===== config.mk =====
export PLATFORM = sky130hd
export DESIGN_NAME = fc_relu_layer
export DESIGN_NICKNAME = d
export VERILOG_FILES = /design/src/rtl/fc_relu_layer.sv
export SDC_FILE = /design/constraint.sdc
export NUM_CORES = 2
export LEC_CHECK = 0
export ABC_CLOCK_PERIOD_IN_PS = 34200
export BUFFER_PORTS_ARGS = -buffer_cell sky130_fd_sc_hd__buf_2
export CAP_MARGIN = 25
export CORE_ASPECT_RATIO = 0.5
export CORE_UTILIZATION = 45
export CTS_CLUSTER_SIZE = 8
export DETAILED_ROUTE_END_ITERATION = 12
export GPL_TIMING_DRIVEN = 0
export PLACE_DENSITY = 0.7
export SLEW_MARGIN = 25
export SYNTH_ARGS = -nofsm -noshare
export SYNTH_HDL_FRONTEND = slang
export SYNTH_SLANG_ARGS = --single-unit
export TNS_END_PERCENT = 20

===== constraint.sdc =====
create_clock -name clk -period 34.2 [get_ports clk]
set_clock_uncertainty 0.1 [all_clocks]
set_input_delay 1.71 -clock clk [delete_from_list [all_inputs] [get_ports clk]]
set_output_delay 1.71 -clock clk [all_outputs]
set_load 0.02 [all_outputs]

===== src/rtl/fc_relu_layer.sv =====
// fc_relu_layer: fully-connected layer over the pooled conv2 activations, one SRAM row per neuron.
// Define FC_RELU_EN for ReLU/unsigned outputs; left undefined the layer emits clamped signed logits.
module fc_relu_layer #(
   parameter int IN_NUM     = 50,
   parameter int OUT_NUM    = 10,
   parameter int LANES      = 5,
   parameter int ADDR_W     = 11,
   parameter int WB_BASE    = 0,
   parameter int BIAS_SHIFT = 5,
   parameter int OUT_SHIFT  = 5
) (
   input  logic                    clk,
   input  logic                    rst,
   input  logic                    fc_en,
   input  logic [IN_NUM*8-1:0]     act_in,
   input  logic [IN_NUM*8+7:0]     fc_wb,
   output logic [ADDR_W-1:0]       fc_wb_sram_addra,
   output logic                    fc_wb_sram_ena,
   output logic                    fc_busy,
   output logic                    fc_done,
   output logic [OUT_NUM*8-1:0]    fc_res
);

   localparam int GROUPS = IN_NUM / LANES;
   localparam int GW     = (GROUPS > 1) ? $clog2(GROUPS) : 1;
   localparam int NW     = (OUT_NUM > 1) ? $clog2(OUT_NUM) : 1;

   localparam logic [1:0] S_IDLE = 2'd0;
   localparam logic [1:0] S_LOAD = 2'd1;
   localparam logic [1:0] S_MAC  = 2'd2;
   localparam logic [1:0] S_ACT  = 2'd3;

   logic [1:0]           state;
   logic                 fc_en_d;
   logic [IN_NUM*8-1:0]  act_reg;
   logic [IN_NUM*8-1:0]  w_reg;
   logic signed [23:0]   acc;
   logic [1:0]           load_cnt;
   logic [GW-1:0]        grp;
   logic [NW-1:0]        neuron;
   logic signed [23:0]   mac_sum;
   logic signed [23:0]   bias_val;
   logic [7:0]           out_byte;
   logic                 start;

   assign start = fc_en & ~fc_en_d;

   // Sign-magnitude bias, pre-scaled so it lines up with the product sum.
   always_comb begin
      logic [23:0] bias_mag;
      bias_mag = {17'd0, fc_wb[6:0]} << BIAS_SHIFT;
      bias_val = fc_wb[7] ? $signed(24'd0 - bias_mag) : $signed(bias_mag);
   end

   always_comb begin
      logic [7:0]  a_b;
      logic [7:0]  w_b;
      logic [14:0] p;
      logic [23:0] term;
      int          base;
      mac_sum = '0;
      a_b     = '0;
      w_b     = '0;
      p       = '0;
      term    = '0;
      base    = int'(grp) * LANES;
      for (int j = 0; j < LANES; j++) begin
         a_b     = act_reg[(base + j)*8 +: 8];
         w_b     = w_reg[(base + j)*8 +: 8];
         p       = a_b * w_b[6:0];
         term    = w_b[7] ? (24'd0 - {9'd0, p}) : {9'd0, p};
         mac_sum = mac_sum + $signed(term);
      end
   end

   always_comb begin
      logic signed [23:0] q;
      q        = acc >>> OUT_SHIFT;
      out_byte = '0;
`ifdef FC_RELU_EN
      if (acc[23])
         out_byte = 8'h00;
      else if (q > 24'sd255)
         out_byte = 8'hFF;
      else
         out_byte = q[7:0];
`else
      if (q > 24'sd127)
         out_byte = 8'h7F;
      else if (q < -24'sd128)
         out_byte = 8'h80;
      else
         out_byte = q[7:0];
`endif
   end

   // The SRAM address and enable are issued on entry to LOAD so the row arrives by its third cycle.
   always_ff @(posedge clk or posedge rst) begin
      if (rst) begin
         state            <= S_IDLE;
         fc_en_d          <= 1'b0;
         act_reg          <= '0;
         w_reg            <= '0;
         acc              <= '0;
         load_cnt         <= '0;
         grp              <= '0;
         neuron           <= '0;
         fc_wb_sram_addra <= '0;
         fc_wb_sram_ena   <= 1'b0;
         fc_busy          <= 1'b0;
         fc_done          <= 1'b0;
         fc_res           <= '0;
      end else begin
         fc_en_d <= fc_en;
         fc_done <= 1'b0;
         case (state)
            S_IDLE: begin
               if (start) begin
                  act_reg          <= act_in;
                  neuron           <= '0;
                  fc_busy          <= 1'b1;
                  load_cnt         <= '0;
                  fc_wb_sram_ena   <= 1'b1;
                  fc_wb_sram_addra <= ADDR_W'(WB_BASE);
                  state            <= S_LOAD;
               end
            end
            S_LOAD: begin
               load_cnt <= load_cnt + 2'd1;
               if (load_cnt == 2'd1)
                  fc_wb_sram_ena <= 1'b0;
               if (load_cnt == 2'd2) begin
                  w_reg <= fc_wb[IN_NUM*8+7:8];
                  acc   <= bias_val;
                  grp   <= '0;
                  state <= S_MAC;
               end
            end
            S_MAC: begin
               acc <= acc + mac_sum;
               if (grp == GW'(GROUPS - 1))
                  state <= S_ACT;
               else
                  grp <= grp + 1'b1;
            end
            S_ACT: begin
               fc_res[int'(neuron)*8 +: 8] <= out_byte;
               if (neuron == NW'(OUT_NUM - 1)) begin
                  fc_done <= 1'b1;
                  fc_busy <= 1'b0;
                  state   <= S_IDLE;
               end else begin
                  neuron           <= neuron + 1'b1;
                  load_cnt         <= '0;
                  fc_wb_sram_ena   <= 1'b1;
                  fc_wb_sram_addra <= ADDR_W'(WB_BASE + int'(neuron) + 1);
                  state            <= S_LOAD;
               end
            end
            default: state <= S_IDLE;
         endcase
      end
   end

endmodule


Word level (Yosys, flattened, before mapping)
Cells that the tools add are included.
- input bits: 811
- register bits: 931
- output and inout port bits: 94
- eq/ne operators: 14
- multipliers: 6
- order comparisons: 2
- reductions and logical operators: 13
- shift-type cells: 12
- bitwise logic cells: 2
- multiplexer cells: 36
- $add $sub $neg: 20
- operator list (kind ; number):
    400-bit by 12-bit indexed part select with 8-bit output ; 4
    400-bit by 32-bit indexed part select with 8-bit output ; 4
    400-bit by 11-bit indexed part select with 8-bit output ; 2
    24-bit 2-to-1 mux ; 7
    24-bit adder ; 5
    80-bit bitwise mux ; 1
    8-bit by 33-bit variable shift with 80-bit output (first input constant) ; 1
    8-bit by 33-bit indexed part select with 80-bit output ; 1
    1-bit by 15-bit subtractor with 16-bit output (first input constant) ; 5
    8-bit by 7-bit multiplier with 15-bit output ; 5
    24-bit one-hot mux with 2 select lines ; 1
    7-bit negation with 33-bit output ; 1
    11-bit 2-to-1 mux ; 2
    11-bit one-hot mux with 2 select lines ; 1
    19-bit by 8-bit greater-than comparator with 1-bit output (second input constant) ; 1
    19-bit by 8-bit less-than comparator with 1-bit output (second input constant) ; 1
    7-bit by 2-bit adder with 8-bit output (second input constant) ; 2
    4-bit 2-to-1 mux ; 4
    8-bit 2-to-1 mux ; 2
    4-bit one-hot mux with 2 select lines ; 2
    3-bit AND reduction ; 5
    2-bit inequality test (second input constant) ; 7
    1-bit by 12-bit subtractor with 13-bit output (first input constant) ; 1
    2-bit 2-to-1 mux ; 5
    other kinds (21) ; 35

Depth between registers and ports, before layout
- depth after elaboration: 12
- depth in mapped cells: 47
- gate-level depth less buffers: 40

Least setup slack after synthesis
Ideal clock, no wire load.
- path type: flip-flop to flip-flop
- from: register grp[0]
- to: register acc[23]
- library setup time: 133 ps
- path slack: 22622 ps
- arrival time: 11345 ps
- stages on the path, launching flop included: 40
- required time: 33967 ps
- path through: dfrtp_1 -> buf_6 -> buf_12 -> buf_4 -> buf_4 -> buf_4 -> buf_2 -> buf_2 -> mux4_2 -> a2bb2oi_1 -> or2_2 -> fa_1 -> fa_1 -> inv_1 -> fa_1 -> inv_1 -> fa_1 -> inv_1 -> [... 4 more ...] -> or4b_4 -> or3_4 -> o41a_1 -> fa_1 -> inv_1 -> fa_1 -> fa_1 -> inv_1 -> ha_1 -> a21oi_1 -> nand3_1 -> o211ai_1 -> o211ai_1 -> a31o_2 -> a21o_1 -> or4bb_1 -> a21boi_0 -> nor4_1
- longest elaborated chain between the ends: 12
- elaborated cells between the ends (all ways): 36
- classes of those cells: add/sub (14); mul (6); shift (10); mux (6)
- RTL lines (element ; RTL line ; RTL):
    start, declared ; 39 ; logic [GW-1:0] grp;
    start signal, assigned ; 144 ; grp <= grp + 1'b1;
    4-bit by 3-bit multiplier with 7-bit output (*) ; 66 ; base = int'(grp) * LANES;
    7-bit by 1-bit adder with 8-bit output ; 68, 69 ;
    400-bit by 32-bit indexed part select with 8-bit output / 400-bit by 12-bit indexed part select with 8-bit output (equally long branches) ; 68, 69 ;
    8-bit by 7-bit multiplier with 15-bit output ; 70 ; p = a_b * w_b[6:0];
    1-bit by 15-bit subtractor with 16-bit output ; 71 ; term = w_b[7] ? (24'd0 - {9'd0, p}) : {9'd0, p};
    24-bit 2-to-1 mux ; 71 ;
    24-bit adder (3 in a row) ; 72 ; mac_sum = mac_sum + $signed(term);
    24-bit adder (*) ; 72 ;
    24-bit adder (*) ; 140 ; acc <= acc + mac_sum;
    24-bit one-hot mux with 2 select lines (*) ; 116 ; case (state)
    end signal, assigned ; 134 ; acc <= bias_val;
    end signal, assigned ; 140 ;
    end, declared ; 37 ; logic signed [23:0] acc;
Mark *: on every way between the ends. The rest lies on a longest branch, timed or not.
A chain may end at the register's enable or synchronous reset.

Worst setup path in the final report
- from: register grp[1]
- to: register acc[23]
The elaborated chain is that of the path after synthesis.

==> flow_summary_export.csv <==
group,metric,value,unit
run_status,status,"finished, final reports clean",
setup_path,startpoint,"grp[1]$_DFFE_PP0P_",
setup_path,critPathMaxFanout,10,
timing,report.final.slew_viol_count,0,
grt,grt_pass1_wl,302000,um
setup_path,crit_family,"adder cells",
yosys,synth_top_area_share,42.3,%
timing,slew_headroom,20.1,%
clock_tree,cts_htree_levels,4,
route,ant_nets,0,
clock_tree,clock-sinks,921,
clock_tree,holdBufCountCts,0,
clock_tree,numCtsBuffers,133,
yosys,synth_area_per_cell,12.4,sq um
clock_tree,worstSkewPairLatency,0.77,ns
timing,max_freq,0.0638,GHz
timing,layout_min_cycle_time,15.67,ns
grt,antenna_found_initial,121,
yosys,synth_seq_cells,921,
route,avgViaCountPerCell,5.92,
yosys,synth_edf_count,0,
grt,grt_max_degree,103,
min_path,hold_path.class,"register to register",
finish,fin_cells,7157,
timing,hold_slack,0.372,ns
yosys,ys_seq_area_share,42.3,%
yosys,syn_inst,4400,
setup_path,cpMostUsedCell,"fa_1",
setup_path,worst-endpoint-required,34.70,ns
clock_tree,cts_buffer_depth,3,
grt,grt_pass1_vias,42700,
job,maxCapViolations,0,
setup_path,critPathKind,"register to register",
setup_path,timing.rr.start,"grp[1]$_DFFE_PP0P_",
yosys,netlist_area,54500,sq um
route,drtPass1Iterations,6,
timing,grt_setup_unrepaired,"no",
timing,period_share,45.8,%
floorplanning,fp.dieH,248,um
yosys,async_reset_ff_share,100,%
clock_tree,ctsResizeCount,0,
finish,layout-area-overhead-vs-synth,20.3,%
floorplanning,ios,905,
yosys,synth_warnings,0,
yosys,synth_ff_type,"dfrtp_1",
setup_path,end_kind,"register",
clock_tree,cts_root_buffer,"clkbuf_16",
min_path,hold_start,"fc_res[60]$_DFFE_PP0P_",
placement,numPortBuffers,898,
route,dr.first_iter.drc_count,4359,
timing,hold_viol_final,0,
clock_tree,post_cts_buffers,0,
setup_path,cp_slowest_cell,"a2bb2oi_1",
placement,place_hpwl,173000,um
yosys,synth_area_leaders,"dfrtp_1, mux2_2, fa_1",
yosys,yosys.area.top_type,"dfrtp_1",
grt,grtUsageTotal,35.2,%
clock_tree,cts_tree,"built",
route,finalWirelength,218000,um
floorplanning,core,119000,sq um
setup_path,cp.arrival,16.17,ns
grt,grt-ovfl-total,0,
setup_path,slowest_delay,0.88,ns
timing,finalSetupViolations,0,
timing,tightest_slew,1.20,ns
route,wl_per_cell,30.5,um
floorplanning,fp.dieW,494,um
finish,drive_gt1_share,41.3,%
setup_path,startpoint_type,"register",
floorplanning,initial_core_util,45.8,%
finish,nNetsFinal,6699,
placement,dp.cells,6910,
yosys,synth_cell_type_count,87,
placement,gp_congestion,0.997,
route,drc_errors,0,
floorplanning,die_area,123000,sq um
setup_path,path_buf_inv,9,
route,routed-via-count,42400,
floorplanning,rows,89,
finish,layout_common_cells,"buf_2, dfrtp_1, mux2_2, inv_1, nor2_1",
clock_tree,path_clk_slew,0.05,ns
## stage by stage
stage	cell area [sq um]	util, %	TNS (ns)	setup slack, ns
2_1_floorplan	54500	-	0	6.49
3_3_place_gp	61000	51.3	-2307.53	-2.73
3_5_place_dp	61500	51.7	0	18.88
4_1_cts	65300	54.9	0	18.85
5_1_grt	65500	55.1	0	18.07
6_report	65500	55.1	0	18.53
## synth_stat cells, types with 50 or more instances
cell / instances
dfrtp_1: 921
mux2_2: 857
inv_1: 319
nor2_1: 311
fa_1: 229
ha_1: 205
nand2_1: 187
clkbuf_1: 156
mux4_2: 145
a21oi_1: 139
mux2i_1: 107
o21ai_0: 101
xnor2_1: 100
or2_2: 77
xor2_1: 51
a2bb2oi_1: 50
## area by class of cell
cell class | instances | area [sq um]
diodes | 95 | 238
plain buffers | 208 | 936
clock buffers | 136 | 3370
clock inverters | 15 | 382
fillers | 10200 | 53400
inverters | 320 | 1210
multi-input cells | 2956 | 29500
flip-flops and latches | 921 | 23000
well taps | 1592 | 1990
repair buffers | 914 | 4890
## cell families (layout without fill, tap and decap cells)
family,count (synthesis),after routing,synth area share (%)
multiplexers,1112,1112,25.8
flip-flops,921,921,42.3
AND/OR/NAND/NOR,775,775,6.66
other,1,101,0.00689
adder cells (fa/ha/maj),434,434,13.1
AO/OA/AOI/OAI,478,478,5.76
buffers and inverters,528,1593,3.88
XOR/XNOR,151,151,2.43
## final timing paths
kind | slack, ns | end | cells after the start
max | 18.53 | acc[23]$_DFFE_PP0P_ | 40
max reg2reg | 18.53 | acc[23]$_DFFE_PP0P_ | 40
max in group asynchronous | 30.87 | act_reg[384]$_DFFE_PP0P_ | 6
min in group asynchronous | 0.80 | fc_res[41]$_DFFE_PP0P_ | 2
min | 0.37 | fc_res[60]$_DFFE_PP0P_ | 2
min reg2reg | 0.37 | fc_res[60]$_DFFE_PP0P_ | 2
## worst reg2reg max path, delay by kind of cell (launching register included)
family          cells  cell delay, ns
simple gates        9            2.35
compound gates     13            4.19
fa+ha+maj           9            4.70
flops               1            0.70
buf+inv             9            3.49
## metal layers
| metal | part of all wire, % | wire [um] | track usage (%) |
|---|---|---|---|
| met5 | 0.12 | 259 | 0 |
| met4 | 5.1 | 11100 | 18.3 |
| met3 | 10 | 22000 | 10.0 |
| met2 | 45 | 98300 | 53.2 |
| met1 | 40 | 86800 | 46.3 |
Power is left out: the tool's default activity adds up to more than one toggle a clock period on the data nets, which glitch-free logic cannot reach.
